--- src/rtl/key_event_decoder_pkg.sv ---
// Shared types for the key event decoder: event codes and per-key FSM states.
package key_evt_pkg;

    localparam logic [1:0] EVT_SHORT  = 2'd0;
    localparam logic [1:0] EVT_LONG   = 2'd1;
    localparam logic [1:0] EVT_DOUBLE = 2'd2;
    localparam logic [1:0] EVT_REPEAT = 2'd3;

    typedef enum logic [2:0] {
        IDLE   = 3'd0,
        PRESS1 = 3'd1,
        WAIT2  = 3'd2,
        PRESS2 = 3'd3,
        HOLD   = 3'd4
    } key_state_t;

    function automatic int max3(input int a, input int b, input int c);
        int m;
        m = (a > b) ? a : b;
        return (m > c) ? m : c;
    endfunction

endpackage

--- src/rtl/key_event_decoder_if.sv ---
// Serialized key event port: valid/ready handshake plus key index, code and drop pulse.
interface key_event_decoder_if #(
    parameter int KEY_W = 2
) ();
    logic             evt_valid;
    logic             evt_ready;
    logic [KEY_W-1:0] evt_key;
    logic [1:0]       evt_code;
    logic             evt_drop;

    modport master (
        output evt_valid, evt_key, evt_code, evt_drop,
        input  evt_ready
    );

    modport slave (
        input  evt_valid, evt_key, evt_code, evt_drop,
        output evt_ready
    );
endinterface

--- src/rtl/key_event_decoder_fsm.sv ---
// Per-key press classifier. Auto-repeat in HOLD is enabled by defining KEY_EVT_REPEAT_EN.
//
// state  | meaning
// IDLE   | key released, nothing pending
// PRESS1 | first press in progress, timing toward LONG
// WAIT2  | released after first press, double-click window open
// PRESS2 | second press in progress
// HOLD   | long press already reported, waiting for release (repeats if enabled)
module key_event_fsm
    import key_evt_pkg::*;
#(
    parameter int LONG_TICKS   = 50,
    parameter int DCLICK_TICKS = 15,
    parameter int REPEAT_TICKS = 10
) (
    input  logic       clk,
    input  logic       rst,
    input  logic       lv,
    input  logic       tick,
    output logic       emit,
    output logic [1:0] code
);

    localparam int CNT_MAX = max3(LONG_TICKS, DCLICK_TICKS, REPEAT_TICKS);
    localparam int CW      = $clog2(CNT_MAX + 1);

    key_state_t    state;
    logic [CW-1:0] cnt;

    // Release is tested before tick in every state so it wins a same-cycle tie.
    always_ff @(posedge clk) begin
        emit <= 1'b0;
        if (rst) begin
            state <= IDLE;
            cnt   <= '0;
            code  <= EVT_SHORT;
        end else begin
            case (state)
                IDLE: begin
                    if (lv) begin
                        state <= PRESS1;
                        cnt   <= '0;
                    end
                end
                PRESS1: begin
                    if (!lv) begin
                        state <= WAIT2;
                        cnt   <= '0;
                    end else if (tick) begin
                        if (cnt == CW'(LONG_TICKS - 1)) begin
                            emit  <= 1'b1;
                            code  <= EVT_LONG;
                            state <= HOLD;
                            cnt   <= '0;
                        end else begin
                            cnt <= cnt + 1'b1;
                        end
                    end
                end
                WAIT2: begin
                    if (lv) begin
                        state <= PRESS2;
                        cnt   <= '0;
                    end else if (tick) begin
                        if (cnt == CW'(DCLICK_TICKS - 1)) begin
                            emit  <= 1'b1;
                            code  <= EVT_SHORT;
                            state <= IDLE;
                            cnt   <= '0;
                        end else begin
                            cnt <= cnt + 1'b1;
                        end
                    end
                end
                PRESS2: begin
                    if (!lv) begin
                        emit  <= 1'b1;
                        code  <= EVT_DOUBLE;
                        state <= IDLE;
                        cnt   <= '0;
                    end else if (tick) begin
                        // Held second press still reports DOUBLE, never LONG.
                        if (cnt == CW'(LONG_TICKS - 1)) begin
                            emit  <= 1'b1;
                            code  <= EVT_DOUBLE;
                            state <= HOLD;
                            cnt   <= '0;
                        end else begin
                            cnt <= cnt + 1'b1;
                        end
                    end
                end
                HOLD: begin
                    if (!lv) begin
                        state <= IDLE;
                        cnt   <= '0;
                    end
`ifdef KEY_EVT_REPEAT_EN
                    else if (tick) begin
                        if (cnt == CW'(REPEAT_TICKS - 1)) begin
                            emit <= 1'b1;
                            code <= EVT_REPEAT;
                            cnt  <= '0;
                        end else begin
                            cnt <= cnt + 1'b1;
                        end
                    end
`endif
                end
                default: begin
                    state <= IDLE;
                    cnt   <= '0;
                end
            endcase
        end
    end

endmodule

--- src/rtl/key_event_decoder.sv ---
// Key event decoder top: tick prescaler, input register, per-key FSMs, pending slots and
// fixed-priority output register. Optional auto-repeat via KEY_EVT_REPEAT_EN.
module key_event_decoder
    import key_evt_pkg::*;
#(
    parameter int KEY_NUM      = 3,
    parameter int TICK_CYCLES  = 1_000_000,
    parameter int LONG_TICKS   = 50,
    parameter int DCLICK_TICKS = 15,
    parameter int REPEAT_TICKS = 10
) (
    input  logic               clk,
    input  logic               rst,
    input  logic [KEY_NUM-1:0] key_level,
    key_event_decoder_if.master evt
);

    localparam int KW = (KEY_NUM > 1) ? $clog2(KEY_NUM) : 1;
    localparam int PW = (TICK_CYCLES > 1) ? $clog2(TICK_CYCLES) : 1;

    logic [PW-1:0]      pcnt;
    logic               tick;
    logic [KEY_NUM-1:0] lv;
    logic [KEY_NUM-1:0] emit;
    logic [1:0]         emit_code [KEY_NUM];
    logic [KEY_NUM-1:0] slot_full;
    logic [1:0]         slot_code [KEY_NUM];
    logic [KEY_NUM-1:0] drain;
    logic [KW-1:0]      sel;
    logic               any_full;
    logic               load;

    assign tick = (pcnt == PW'(TICK_CYCLES - 1));

    always_ff @(posedge clk) begin
        if (rst) begin
            pcnt <= '0;
            lv   <= '0;
        end else begin
            pcnt <= tick ? '0 : pcnt + 1'b1;
            lv   <= key_level;
        end
    end

    for (genvar g = 0; g < KEY_NUM; g++) begin : g_key
        key_event_fsm #(
            .LONG_TICKS  (LONG_TICKS),
            .DCLICK_TICKS(DCLICK_TICKS),
            .REPEAT_TICKS(REPEAT_TICKS)
        ) u_fsm (
            .clk (clk),
            .rst (rst),
            .lv  (lv[g]),
            .tick(tick),
            .emit(emit[g]),
            .code(emit_code[g])
        );
    end

    // Lowest index wins; scanning downward leaves the smallest full index in sel.
    always_comb begin
        sel      = '0;
        any_full = 1'b0;
        for (int i = KEY_NUM - 1; i >= 0; i--) begin
            if (slot_full[i]) begin
                sel      = KW'(i);
                any_full = 1'b1;
            end
        end
    end

    assign load = !evt.evt_valid || evt.evt_ready;

    always_comb begin
        drain = '0;
        if (load && any_full) drain[sel] = 1'b1;
    end

    always_ff @(posedge clk) begin
        if (rst) begin
            slot_full     <= '0;
            evt.evt_drop  <= 1'b0;
            for (int i = 0; i < KEY_NUM; i++) slot_code[i] <= EVT_SHORT;
        end else begin
            evt.evt_drop <= |(emit & slot_full & ~drain);
            for (int i = 0; i < KEY_NUM; i++) begin
                if (drain[i]) slot_full[i] <= 1'b0;
                if (emit[i] && (!slot_full[i] || drain[i])) begin
                    slot_full[i] <= 1'b1;
                    slot_code[i] <= emit_code[i];
                end
            end
        end
    end

    always_ff @(posedge clk) begin
        if (rst) begin
            evt.evt_valid <= 1'b0;
            evt.evt_key   <= '0;
            evt.evt_code  <= EVT_SHORT;
        end else if (load) begin
            evt.evt_valid <= any_full;
            if (any_full) begin
                evt.evt_key  <= sel;
                evt.evt_code <= slot_code[sel];
            end
        end
    end

endmodule

--- src/flat_wrapper.sv ---
// flat-port wrapper written by rule: the top's interface ports become plain ports
module key_event_decoder_flat import key_evt_pkg::*;
#(
    parameter int KEY_NUM      = 3,
    parameter int TICK_CYCLES  = 1_000_000,
    parameter int LONG_TICKS   = 50,
    parameter int DCLICK_TICKS = 15,
    parameter int REPEAT_TICKS = 10
)
  (clk, rst, key_level, evt_evt_valid, evt_evt_key, evt_evt_code, evt_evt_drop, evt_evt_ready);
  key_event_decoder_if #(.KEY_W((2))) evt_i ();
  input  logic clk;
  input  logic rst;
  input  logic [KEY_NUM-1:0] key_level;
  output wire logic [$bits(evt_i.evt_valid)-1:0] evt_evt_valid;
  output wire logic [$bits(evt_i.evt_key)-1:0] evt_evt_key;
  output wire logic [$bits(evt_i.evt_code)-1:0] evt_evt_code;
  output wire logic [$bits(evt_i.evt_drop)-1:0] evt_evt_drop;
  input wire logic [$bits(evt_i.evt_ready)-1:0] evt_evt_ready;
  assign evt_evt_valid = evt_i.evt_valid;
  assign evt_evt_key = evt_i.evt_key;
  assign evt_evt_code = evt_i.evt_code;
  assign evt_evt_drop = evt_i.evt_drop;
  assign evt_i.evt_ready = evt_evt_ready;
  key_event_decoder #(.KEY_NUM(KEY_NUM), .TICK_CYCLES(TICK_CYCLES), .LONG_TICKS(LONG_TICKS), .DCLICK_TICKS(DCLICK_TICKS), .REPEAT_TICKS(REPEAT_TICKS)) u_core (.clk(clk), .rst(rst), .key_level(key_level), .evt(evt_i));
endmodule
--- config.mk ---
export PLATFORM = sky130hd
export DESIGN_NAME = key_event_decoder_flat
export DESIGN_NICKNAME = d
export VERILOG_FILES = /design/src/rtl/key_event_decoder_pkg.sv /design/src/rtl/key_event_decoder_if.sv /design/src/rtl/key_event_decoder_fsm.sv /design/src/rtl/key_event_decoder.sv /design/src/flat_wrapper.sv
export SDC_FILE = /design/constraint.sdc
export NUM_CORES = 1
export LEC_CHECK = 0
export BUFFER_PORTS_ARGS = -buffer_cell sky130_fd_sc_hd__buf_2
export CORE_MARGIN = 2
export CORE_UTILIZATION = 67
export DETAILED_ROUTE_END_ITERATION = 8
export PLACE_DENSITY = 0.93
export SLEW_MARGIN = 20
export SYNTH_ARGS = -nofsm -noshare
export SYNTH_HDL_FRONTEND = slang
export SYNTH_SLANG_ARGS = --single-unit
--- constraint.sdc ---
create_clock -name clk -period 4.7 [get_ports clk]
set_input_delay 0.235 -clock clk [delete_from_list [all_inputs] [get_ports clk]]
set_output_delay 0.235 -clock clk [all_outputs]
set_load 0.01 [all_outputs]
==> results of run 1 <==
[registers in the layout (all words and copies together), names as in the netlist]
register,flops
u_core.g_key.u_fsm.code,6
u_core.slot_code,6
u_core.g_key.u_fsm.cnt,18
u_core.evt.evt_valid,1
u_core.pcnt,20
u_core.slot_full,3
u_core.evt.evt_drop,1
u_core.g_key.u_fsm.state,9
u_core.evt.evt_key,2
u_core.lv,3
u_core.evt.evt_code,2
u_core.g_key.u_fsm.emit,3
[final timing paths]
path | startpoint | cells past startpoint | slack (ps) | end
setup / recovery | u_core.pcnt[0] | 6 | 2020 | u_core.g_key[1].u_fsm.state[2]
hold reg to reg | u_core.pcnt[0] | 1 | 460 | u_core.pcnt[0]
hold / removal | key_level[0] | 2 | 100 | u_core.lv[0]
setup reg to reg | u_core.pcnt[0] | 6 | 2020 | u_core.g_key[1].u_fsm.state[2]
[through the flow]
stage / area [sq um] / instances / power (uW) / hold slack [ps]
2_1_floorplan: 3986 / 474 / 712.6 / 363.2
3_3_place_gp: 4045 / 537 / 724.2 / 432.2
3_5_place_dp: 4045 / 537 / 727.3 / 439.6
4_1_cts: 4230 / 553 / 1197 / 89.42
5_1_grt: 4230 / 553 / 1240 / 89.05
6_report: 4230 / 553 / 1196 / 97.31
[power by group through the flow]
stage                     Combinational (uW)  Sequential [uW]  Clock (uW)
final                                   60.1              655         480
after global routing                    67.4              657         516
after CTS                               59.1              655         483
after detailed placement                58.4              669           0
after global placement                  56.0              668           0
after floorplan                         51.0              662           0
[layout by cell type, fill, tap and decap left out, types with 3 or more instances in the layout]
cell,n
dfxtp_1,68
nor2_1,50
nand2_1,42
inv_1,22
nand3_1,21
nor3_1,21
a21oi_1,20
o21ai_0,18
xnor2_1,12
buf_2,11
nor2b_1,10
a32o_1,10
nor4_1,10
ha_1,10
a211o_1,9
clkbuf_8,9
and2_1,7
a211oi_1,7
nand4_1,6
o21bai_1,6
a31oi_1,6
xor2_1,6
edfxtp_1,6
or4b_1,5
and3_1,5
o41ai_1,5
nor3b_1,5
nand2b_1,4
a31o_2,4
o2bb2ai_1,4
clkinv_1,3
or4_4,3
or2_2,3
o31a_1,3
or3b_2,3
a22oi_1,3
o31ai_1,3
or4_1,3
[critical path, stage by stage, from the launching register on]
cell	delay, ps
dfxtp_1	370
ha_1	220
nand4_1	360
nor4_4	540
nand2_1	300
or4_1	550
a211oi_1	250
[kinds of logic (layout without fill, tap and decap cells)]
| logic type | count (synthesis) | in the layout | synth area share [%] |
|---|---|---|---|
| adder cells (fa/ha/maj) | 10 | 10 | 3.139 |
| XOR/XNOR | 18 | 18 | 3.955 |
| AO/OA/AOI/OAI | 117 | 117 | 21.69 |
| flip-flops | 74 | 74 | 38.67 |
| buffers and inverters | 47 | 51 | 4.614 |
| AND/OR/NAND/NOR | 207 | 207 | 27.65 |
| multiplexers | 1 | 1 | 0.2825 |
[cell type report]
type | instances | area [sq um] | share of cell area, %
inverters | 23 | 86.33 | 2.041
flip-flops and latches | 74 | 1541 | 36.44
repair buffers | 12 | 62.56 | 1.479
clock buffers | 10 | 127.6 | 3.017
multi-input cells | 353 | 2261 | 53.45
clock inverters | 6 | 57.56 | 1.361
well taps | 75 | 93.84 | 2.218
[routing by layer]
layer	part of all wire, %	wire (um)	GRT usage, %	vias up
met5	0	0	0	-
met4	2.0	176	12.71	0
met3	5.2	466	7.000	23
met2	49	4389	47.60	121
met1	44	3893	35.43	1641
li1	-	-	-	1744
==> summary.txt, run 1 <==
Run status
  • Status: complete, no violations

Routing
  • Vias/cell: 6.382
  • DRC: 0
  • Drt pass-1 iters: 5
  • Total number of vias: 3,529
  • Detailed Route WL: 8924 um
  • Number of routed nets with antenna violations: 0
  • Initial DRC Count: 246
  • WL/cell: 16.14 um

Clock tree
  • Maximum clock path buffer count: 2
  • H-tree depth: 3
  • Worst skew pair latency: 350 ps
  • Post-CTS setup buffers: 0
  • Clock tree sinks: 74
  • Root buffer cell: clkbuf_8
  • CTS Hold Bufs: 0
  • Cts bufs inserted: 9
  • CTS tree: built
  • CTS clk-pin slew, worst paths: 80 ps
  • CTS resizes: 0

Final layout
  • Final Util: 72.31%
  • Ratio of cells with drive above 1 in the final layout: 9.205%
  • Layout area overhead: 6.121%
  • ANT cells: 0
  • Nets: 489
  • Fillers: 421

Timing
  • Fin crit share: 57.03%
  • F_max: 373.1 MHz
  • RSZ-0062 raised after global routing: false
  • Final Hold Vio Count: 0
  • Worst rel slew slack: 25.43%
  • Setup Total Neg Slack: 0 ps
  • Min Tclk post-route: 2680 ps
  • Setup violators final: 0
  • Worst Setup Slack, final: 2020 ps
  • Slew @ Worst Pin: 1112 ps
  • Fin. max-slew vios: 0
  • Clock skew: 10.31 ps

Synthesis
  • Ranking of synthesized cells by area: dfxtp_1 (34%), nor2_1 (4.7%), edfxtp_1 (4.5%)
  • Most common cell in the netlist: dfxtp_1
  • Cell taking the most area after synthesis: dfxtp_1
  • Ys flop type: dfxtp_1
  • Seq cells post-synth: 74
  • Syn nets: 490
  • Synth Area per Inst: 8.410 sq um
  • Synth warn: 0
  • FFs w/ async S/R, synth: 0%
  • Cell Area, Synth: 3986 sq um
  • Synth top area share: 34.15%
  • Distinct cells, synth: 67
  • EDFF count, synth: 6
  • Top post-synthesis cells by count: dfxtp_1 (68), nor2_1 (50), nand2_1 (42)
  • Register area share after synthesis: 38.67%
  • Cells after synthesis: 474

Global routing
  • First-pass GRT wire length: 14,780 um
  • Pin count of the biggest net entering global routing: 47
  • Antenna violations before repair: 0
  • Vias in the first global route: 3,299
  • Gr usage total: 28.72%
  • Overflow after GRT: 0

Power and ir drop
  • Switching share of power: 24.19%
  • Internal: 906.3 uW
  • Pwr/cell area: 282.6 nW/um^2
  • Lkg Pwr: 0.001343 uW
  • Clk pwr share: 40.2%
  • Net Switching: 289.3 uW
  • Sequential share of power: 54.8%
  • Maximum vdd drop: 0.0003261 V
  • Combinational share of power: 5.0%

Setup path
  • Crit start category: flop
  • Worst path arrival time: 2940 ps
  • Worst Path Required: 4960 ps
  • Crit Path Max Fanout: 10
  • Setup CP Type: reg2reg
  • Crit. End Element: flop

Placed design
  • Final HPWL DP: 5847 um
  • Gpl congestion: 0.9086
  • Setup WS pre-CTS: 2073 ps
  • I/O Buffers: 11

Job
  • Max Cap Viol: 0

Floorplan
  • Die Y: 81.14 um
  • IO Count: 12
  • Die extent in x: 81.14 um
  • Core area: 5851 sq um
  • Die area: 6583 sq um
  • Row count: 28
  • Initial Utilization: 68.14%

Min path
  • HP Class: in2reg
(Power assumes the default switching activity.)
==> run 2: changes to the inputs <==
--- a/config.mk
+++ b/config.mk
@@ -5,11 +5,12 @@
 export SDC_FILE = /design/constraint.sdc
 export NUM_CORES = 1
 export LEC_CHECK = 0
+export ABC_AREA = 1
 export BUFFER_PORTS_ARGS = -buffer_cell sky130_fd_sc_hd__buf_2
 export CORE_MARGIN = 2
-export CORE_UTILIZATION = 67
+export CORE_UTILIZATION = 62
 export DETAILED_ROUTE_END_ITERATION = 8
-export PLACE_DENSITY = 0.93
+export PLACE_DENSITY = 0.87
 export SLEW_MARGIN = 20
 export SYNTH_ARGS = -nofsm -noshare
 export SYNTH_HDL_FRONTEND = slang
==> constraint.sdc (replaced) <==
create_clock -name clk -period 2.8 [get_ports clk]
set_input_delay 0.14 -clock clk [delete_from_list [all_inputs] [get_ports clk]]
set_output_delay 0.14 -clock clk [all_outputs]
set_load 0.01 [all_outputs]
==> summary.txt, run 2 <==
Run status
  • Status: complete, no violations

Timing
  • Setup violators final: 0 (unchanged)
  • Slew @ Worst Pin: 611.1 ps (-500.8 ps)
  • Clock skew: 12.00 ps (+1.695 ps)
  • Setup Total Neg Slack: 0 ps (unchanged)
  • F_max: 541.0 MHz (+45%)
  • Min Tclk post-route: 1848 ps (-832.0 ps)
  • Fin crit share: 66.01% (+9.0 points)
  • Worst Setup Slack, final: 951.7 ps (-1068 ps)
  • Final Hold Vio Count: 0 (unchanged)
  • RSZ-0062 raised after global routing: false
  • Fin. max-slew vios: 0 (unchanged)
  • Worst rel slew slack: 59.16% (+34 points)

Synthesis
  • Cell Area, Synth: 4229 sq um (+6.1%)
  • Ranking of synthesized cells by area: dfxtp_1 (32%), nand2_1 (11%), nor2_1 (9.9%)
  • Synth Area per Inst: 6.618 sq um (-21%)
  • Register area share after synthesis: 36.45% (-2.2 points)
  • Top post-synthesis cells by count: nand2_1 (126), nor2_1 (111), inv_1 (88)
  • Distinct cells, synth: 33 (-51%)
  • Ys flop type: dfxtp_1
  • Most common cell in the netlist: nand2_1
  • Cells after synthesis: 639 (+35%)
  • EDFF count, synth: 6 (unchanged)
  • Syn nets: 655 (+34%)
  • Seq cells post-synth: 74 (unchanged)
  • Synth top area share: 32.19% (-2.0 points)
  • FFs w/ async S/R, synth: 0% (unchanged)
  • Cell taking the most area after synthesis: dfxtp_1
  • Synth warn: 0 (unchanged)

Setup path
  • CP top delay family: simple AND/OR/NAND/NOR gates
  • Worst Path Required: 3010 ps (-1950 ps)
  • Crit. End Element: flop
  • Critical-path top delay cell: nand2_1
  • Crit start category: flop
  • Crit Path Max Fanout: 19 (+9)
  • WP buf/inv: 0 (unchanged)
  • Setup CP Type: reg2reg
  • Slowest stage delay, CP: 500 ps (-50 ps)
  • Crit-path cells: ha_1 > nand3_4 > nor2_4 > nand3_2 > nand2_1 > nor3b_1
  • Worst path arrival time: 2050 ps (-890 ps)

Routing
  • Number of routed nets with antenna violations: 0 (unchanged)
  • Drt pass-1 iters: 6 (+1)
  • Initial DRC Count: 215 (-13%)
  • DRC: 0 (unchanged)
  • WL/cell: 11.97 um (-26%)
  • Total number of vias: 3,964 (+12%)
  • Vias/cell: 5.357 (-16%)
  • Detailed Route WL: 8856 um (-0.76%)

Clock tree
  • Root buffer cell: clkbuf_8
  • CTS clk-pin slew, worst paths: 90 ps (about the same)
  • Cts bufs inserted: 9 (unchanged)
  • Maximum clock path buffer count: 2 (unchanged)
  • CTS tree: built
  • Clock tree sinks: 74 (unchanged)
  • Post-CTS setup buffers: 0 (unchanged)
  • H-tree depth: 3 (unchanged)
  • Worst skew pair latency: 360 ps (about the same)

Power and ir drop
  • Internal: 1846 uW (+100%)
  • Lkg Pwr: 0.001942 uW (+45%)
  • Net Switching: 1037 uW (+260%)
  • Clk pwr share: 30.5% (-9.7 points)
  • Pwr/cell area: 628.1 nW/um^2 (+120%)
  • Maximum vdd drop: 0.0004695 V (+44%)
  • Sequential share of power: 44.5% (-10 points)
  • Switching share of power: 35.98% (+12 points)
  • Combinational share of power: 25.0% (+20 points)

Floorplan
  • Die area: 7498 sq um (+14%)
  • Core area: 6681 sq um (+14%)
  • Die Y: 86.59 um (+6.7%)
  • Die extent in x: 86.59 um (+6.7%)
  • Row count: 30 (+7.1%)
  • Initial Utilization: 63.30% (-4.8 points)
  • IO Count: 12 (unchanged)

Final layout
  • Biggest regs: u_core.pcnt: 20 flops, u_core.g_key.u_fsm.cnt: 18 flops, u_core.g_key.u_fsm.state: 9 flops
  • Layout area overhead: 8.521%
  • ANT cells: 0 (unchanged)
  • Fin cells: 740 (+34%)
  • Max FFs per register: 20 (unchanged)
  • Ratio of cells with drive above 1 in the final layout: 9.848% (+0.64 points)
  • Commonest cells after routing, fill and taps aside: nand2_1 (126), nor2_1 (111), inv_1 (88)
  • Commonest non-fill, non-tap cell in the layout: nand2_1
  • Most flop-heavy register: u_core.pcnt
  • Nets: 671 (+37%)
  • Final Util: 68.69% (-3.6 points)

Min path
  • HP Class: in2reg

Global routing
  • First-pass GRT wire length: 15,690 um (+6.2%)
  • Overflow after GRT: 0 (unchanged)
  • Pin count of the biggest net entering global routing: 34 (-28%)
  • Antenna violations before repair: 0 (unchanged)
  • Vias in the first global route: 3,642 (+10%)
  • Gr usage total: 25.51% (-3.2 points)

Job
  • Max Cap Viol: 0 (unchanged)

Placed design
  • Final HPWL DP: 6439 um (+10%)
  • Setup WS pre-CTS: 981.5 ps (-1091 ps)
  • Cells after DPL: 721 (+34%)
  • Gpl congestion: 0.8973 (-1.2%)
  • I/O Buffers: 11 (unchanged)
## run 2: changes by cell type after synthesis, sizes merged, moves of 10 or more
cell / before / now
nand4: 6 / 19
clkbuf: 22 / 6
nand2: 42 / 134
nor2: 50 / 125
a21oi: 20 / 46
inv: 22 / 93
nor2b: 10 / 0
a32o: 10 / 0
nand3: 21 / 52
## run 2: worst paths after layout
| kind | from | endpoint | depth (start not counted) | slack, ps |
|---|---|---|---|---|
| setup / recovery | u_core.pcnt[0] | u_core.pcnt[2] | 6 | 950 |
| setup reg to reg | u_core.pcnt[0] | u_core.pcnt[2] | 6 | 950 |
| hold reg to reg | u_core.pcnt[0] | u_core.pcnt[0] | 1 | 450 |
| hold / removal | evt_evt_ready | u_core.slot_full[0] | 4 | 120 |
## run 2: what timing repair did
action	CTS	global route
hold buffers	3	0
resized for setup	0	0
endpoints found under the hold margin	3	0
## run 2: power by group through the flow
stage / clock (uW) / combinational (uW) / sequential, uW
after detailed placement: 0 / 712 / 1310
after floorplan: 0 / 599 / 1270
after CTS: 900 / 721 / 1280
final: 879 / 720 / 1280
after global placement: 0 / 688 / 1300
after global routing: 948 / 835 / 1300
## run 2: cell type report
type	instances	area (sq um)
multi-input cells	460	2286
fillers	555	2092
flip-flops and latches	74	1541
inverters	94	354.1
clock buffers	9	123.9
repair buffers	16	100.1
well taps	80	100.1
clock inverters	7	83.83
## run 2: routing by layer
metal / vias up / share of wire, % / wire (um) / GRT usage [%]
met5: - / 0 / 0 / 0
met4: 0 / 1.1 / 99 / 5.966
met3: 10 / 4.9 / 432 / 6.476
met2: 94 / 48 / 4250 / 42.31
met1: 1781 / 46 / 4074 / 33.49
li1: 2079 / - / - / -
## run 2: logic make-up (layout without fill, tap and decap cells)
logic type | Yosys count | count (layout) | share of synthesized area [%]
DFF | 74 | 74 | 36.45
adders and majority gates | 10 | 10 | 2.959
AOI/OAI and AO/OA | 79 | 79 | 9.586
buffers and inverters | 105 | 126 | 9.497
and+or+nand+nor | 360 | 360 | 39.23
xor gates and xnor gates | 11 | 11 | 2.278
## run 2: stage by stage
stage,cell area (sq um),hold slack (ps),power (uW)
floorplan,4229,247.0,1869
global placement,4352,337.6,1989
detailed placement,4352,344.6,2018
CTS,4589,104.2,2902
global route,4589,125.6,3088
finish,4589,115.3,2883
## run 2: worst reg2reg max path, cell delays in order (launching register included)
cell and delay [ps]:
dfxtp_1 360, ha_1 250, nand3_4 130, nor2_4 160, nand3_2 160, nand2_1 500
nor3b_1 150
==> run 3: changes to the inputs <==
==> constraint.sdc (replaced) <==
create_clock -name clk -period 1.8 [get_ports clk]
set_input_delay 0.09 -clock clk [delete_from_list [all_inputs] [get_ports clk]]
set_output_delay 0.09 -clock clk [all_outputs]
set_load 0.01 [all_outputs]
==> summary.txt, run 3 (synthesized netlist as in run 2, its figures left out) <==
Timing
  • F_max: 605.2 MHz (+12%)
  • Min Tclk post-route: 1652 ps (-196.1 ps)
  • Fin crit share: 91.79% (+26 points)
  • Fin. max-slew vios: 0 (unchanged)
  • Clock skew: 8.999 ps (-3.004 ps)
  • Worst Setup Slack, final: 147.7 ps (-803.9 ps)
  • Final Hold Vio Count: 0 (unchanged)
  • Setup Total Neg Slack: 0 ps (unchanged)
  • Setup violators final: 0 (unchanged)
  • Slew @ Worst Pin: 466.0 ps (-145.2 ps)
  • Worst rel slew slack: 68.90% (+9.7 points)
  • RSZ-0062 raised after global routing: false

Global routing
  • Gr usage total: 25.70% (+0.19 points)
  • Pin count of the biggest net entering global routing: 33 (-2.9%)
  • First-pass GRT wire length: 15,750 um (+0.40%)
  • Vias in the first global route: 3,695 (+1.5%)
  • Overflow after GRT: 0 (unchanged)
  • Antenna violations before repair: 0 (unchanged)

Setup path
  • R2R setup slack: 150 ps (-800 ps)
  • Worst Path Required: 2050 ps (-960 ps)
  • Crit. End Element: flop
  • Crit Path Max Fanout: 8 (-11)
  • Setup CP Type: reg2reg
  • Crit start category: flop
  • Worst path arrival time: 1900 ps (-150 ps)
  • Reg2Reg Depth: 10 (+4)
  • Reg2Reg Launch Point: u_core.pcnt[0]
  • Worst r2r dst: u_core.g_key[2].u_fsm.cnt[1]

Placed design
  • Post-DP Area: 4424 sq um (+1.7%)
  • I/O Buffers: 11 (unchanged)
  • Final HPWL DP: 6567 um (+2.0%)
  • Cells after DPL: 729 (+1.1%)
  • Setup WS pre-CTS: 51.22 ps (-930.3 ps)
  • Gpl congestion: 0.9513 (+6.0%)

Min path
  • WHS Endpoint: u_core.evt.evt_drop
  • Hold depth: 4 (unchanged)
  • HP Class: in2reg
  • HP Start: evt_evt_ready

Floorplan
  • IO Count: 12 (unchanged)
  • Initial Utilization: 63.30% (unchanged)
  • Core area: 6681 sq um (unchanged)
  • Row count: 30 (unchanged)
  • Die area: 7498 sq um (unchanged)
  • Die Y: 86.59 um (unchanged)
  • Die extent in x: 86.59 um (unchanged)

Final layout
  • Multi-input logic area: 2308 sq um (+0.99%)
  • Max FFs per register: 20 (unchanged)
  • Nets: 680 (+1.3%)
  • Register area: 1546 sq um (+0.32%)
  • Fillers: 565 (+1.8%)
  • Fin cells: 749 (+1.2%)
  • Biggest regs: u_core.pcnt: 20 flops, u_core.g_key.u_fsm.cnt: 18 flops, u_core.g_key.u_fsm.state: 9 flops
  • Most flop-heavy register: u_core.pcnt
  • Commonest cells after routing, fill and taps aside: nand2_1 (126), nor2_1 (107), inv_1 (88)
  • Commonest non-fill, non-tap cell in the layout: nand2_1
  • Post-route cell area: 4695 sq um (+2.3%)
  • ANT cells: 0 (unchanged)
  • Layout area overhead: 11.01%
  • Ratio of cells with drive above 1 in the final layout: 12.41% (+2.6 points)

Routing
  • Number of routed nets with antenna violations: 0 (unchanged)
  • Detailed Route WL: 9319 um (+5.2%)
  • Vias/cell: 5.465 (+2.0%)
  • Drt pass-1 iters: 6 (unchanged)
  • WL/cell: 12.44 um (+4.0%)
  • Initial DRC Count: 286 (+33%)
  • DRC: 0 (unchanged)
  • Total number of vias: 4,093 (+3.3%)

Clock tree
  • CTS tree: built
  • Maximum clock path buffer count: 2 (unchanged)
  • Root buffer cell: clkbuf_8
  • CTS clk-pin slew, worst paths: 90 ps (about the same)
  • Clock tree sinks: 74 (unchanged)
  • Worst skew pair latency: 350 ps (about the same)
  • Cts bufs inserted: 9 (unchanged)
  • H-tree depth: 3 (unchanged)

Job
  • Max Cap Viol: 0 (unchanged)

Power and ir drop
  • Lkg Pwr: 0.001988 uW (+2.4%)
  • Pwr/cell area: 965.2 nW/um^2 (+54%)
  • Switching share of power: 36.21% (+0.23 points)
  • Clk pwr share: 30.2% (-0.3 points)
  • Total Power: 4531 uW (+57%)
  • Sequential share of power: 44.3% (-0.2 points)
  • Maximum vdd drop: 0.0007403 V (+58%)
  • Internal: 2891 uW (+57%)
  • Net Switching: 1641 uW (+58%)
  • Combinational share of power: 25.5% (+0.5 points)

Run status
  • Status: complete, no violations
==> run 3: cell count changes in the layout (fill, tap and decap cells not counted) <==
cell	delta
dfxtp_1	-4
inv_8	-1
inv_6	+1
ha_1	-1
ha_4	+1
nor2_2	+4
buf_4	+8
buf_12	+1
nor2_1	-4
dfxtp_2	+4
==> run 3: worst max-delay path by stage <==
| stage | startpoint | end | slack (ps) | depth (start not counted) |
|---|---|---|---|---|
| 2_1_floorplan | u_core.pcnt[0] | u_core.g_key[1].u_fsm.cnt[0] | 250 | 10 |
| 3_3_place_gp | u_core.pcnt[0] | u_core.g_key[1].u_fsm.cnt[5] | 160 | 11 |
| 3_5_place_dp | u_core.pcnt[0] | u_core.g_key[0].u_fsm.cnt[2] | 50 | 10 |
| 4_1_cts | u_core.pcnt[0] | u_core.g_key[2].u_fsm.cnt[1] | 10 | 10 |
| 5_1_grt | u_core.pcnt[0] | u_core.g_key[2].u_fsm.cnt[1] | 2 | 11 |
| 6_report | u_core.pcnt[0] | u_core.g_key[2].u_fsm.cnt[1] | 150 | 10 |
==> run 3: critical path, stage by stage, from the launching register on <==
cell     delay (ps)
dfxtp_2         380
ha_4            170
nand3_4         100
nor2_4          160
inv_2            70
nor2_8          170
nor2_2           80
nor2_4          130
nand2_4         100
o21ai_1         130
nor2_1           50
==> run 3: power by group through the flow <==
stage	logic, uW	clock network [uW]	registers [uW]
CTS	1130	1390	1990
global route	1320	1460	2030
global placement	1080	0	2030
finish	1160	1370	2010
detailed placement	1110	0	2030
floorplan	932	0	1970
==> run 3: layout make-up <==
cell class	count	area share, %
tap	80	2.132
sequential	74	32.94
clock inverter	7	1.732
inverter	94	7.543
timing repair buffer	25	3.838
clock buffer	9	2.639
multi-input combinational	460	49.17
==> run 3: per-stage QoR <==
stage	utilization, %	hold slack, ps
finish	70.26	70.01
detailed placement	66.22	298.3
global route	70.26	80.87
global placement	66.22	288.0
floorplan	-	197.0
CTS	69.74	63.86
==> run 3: repair_timing <==
| action | CTS | global route |
|---|---|---|
| hold buffers | 3 | 0 |
| buffers inserted | 0 | 1 |
| hold endpoints to repair | 3 | 0 |
| setup endpoints to repair | 0 | 33 |
| resized for setup | 0 | 10 |
==> run 3: per-layer routing <==
layer | GRT usage, % | share of wire, % | vias to the layer above
li1 | - | - | 2102
met4 | 7.955 | 1.4 | 0
met1 | 32.94 | 46 | 1871
met3 | 4.857 | 4.7 | 12
met5 | 0 | 0 | -
met2 | 43.85 | 48 | 108
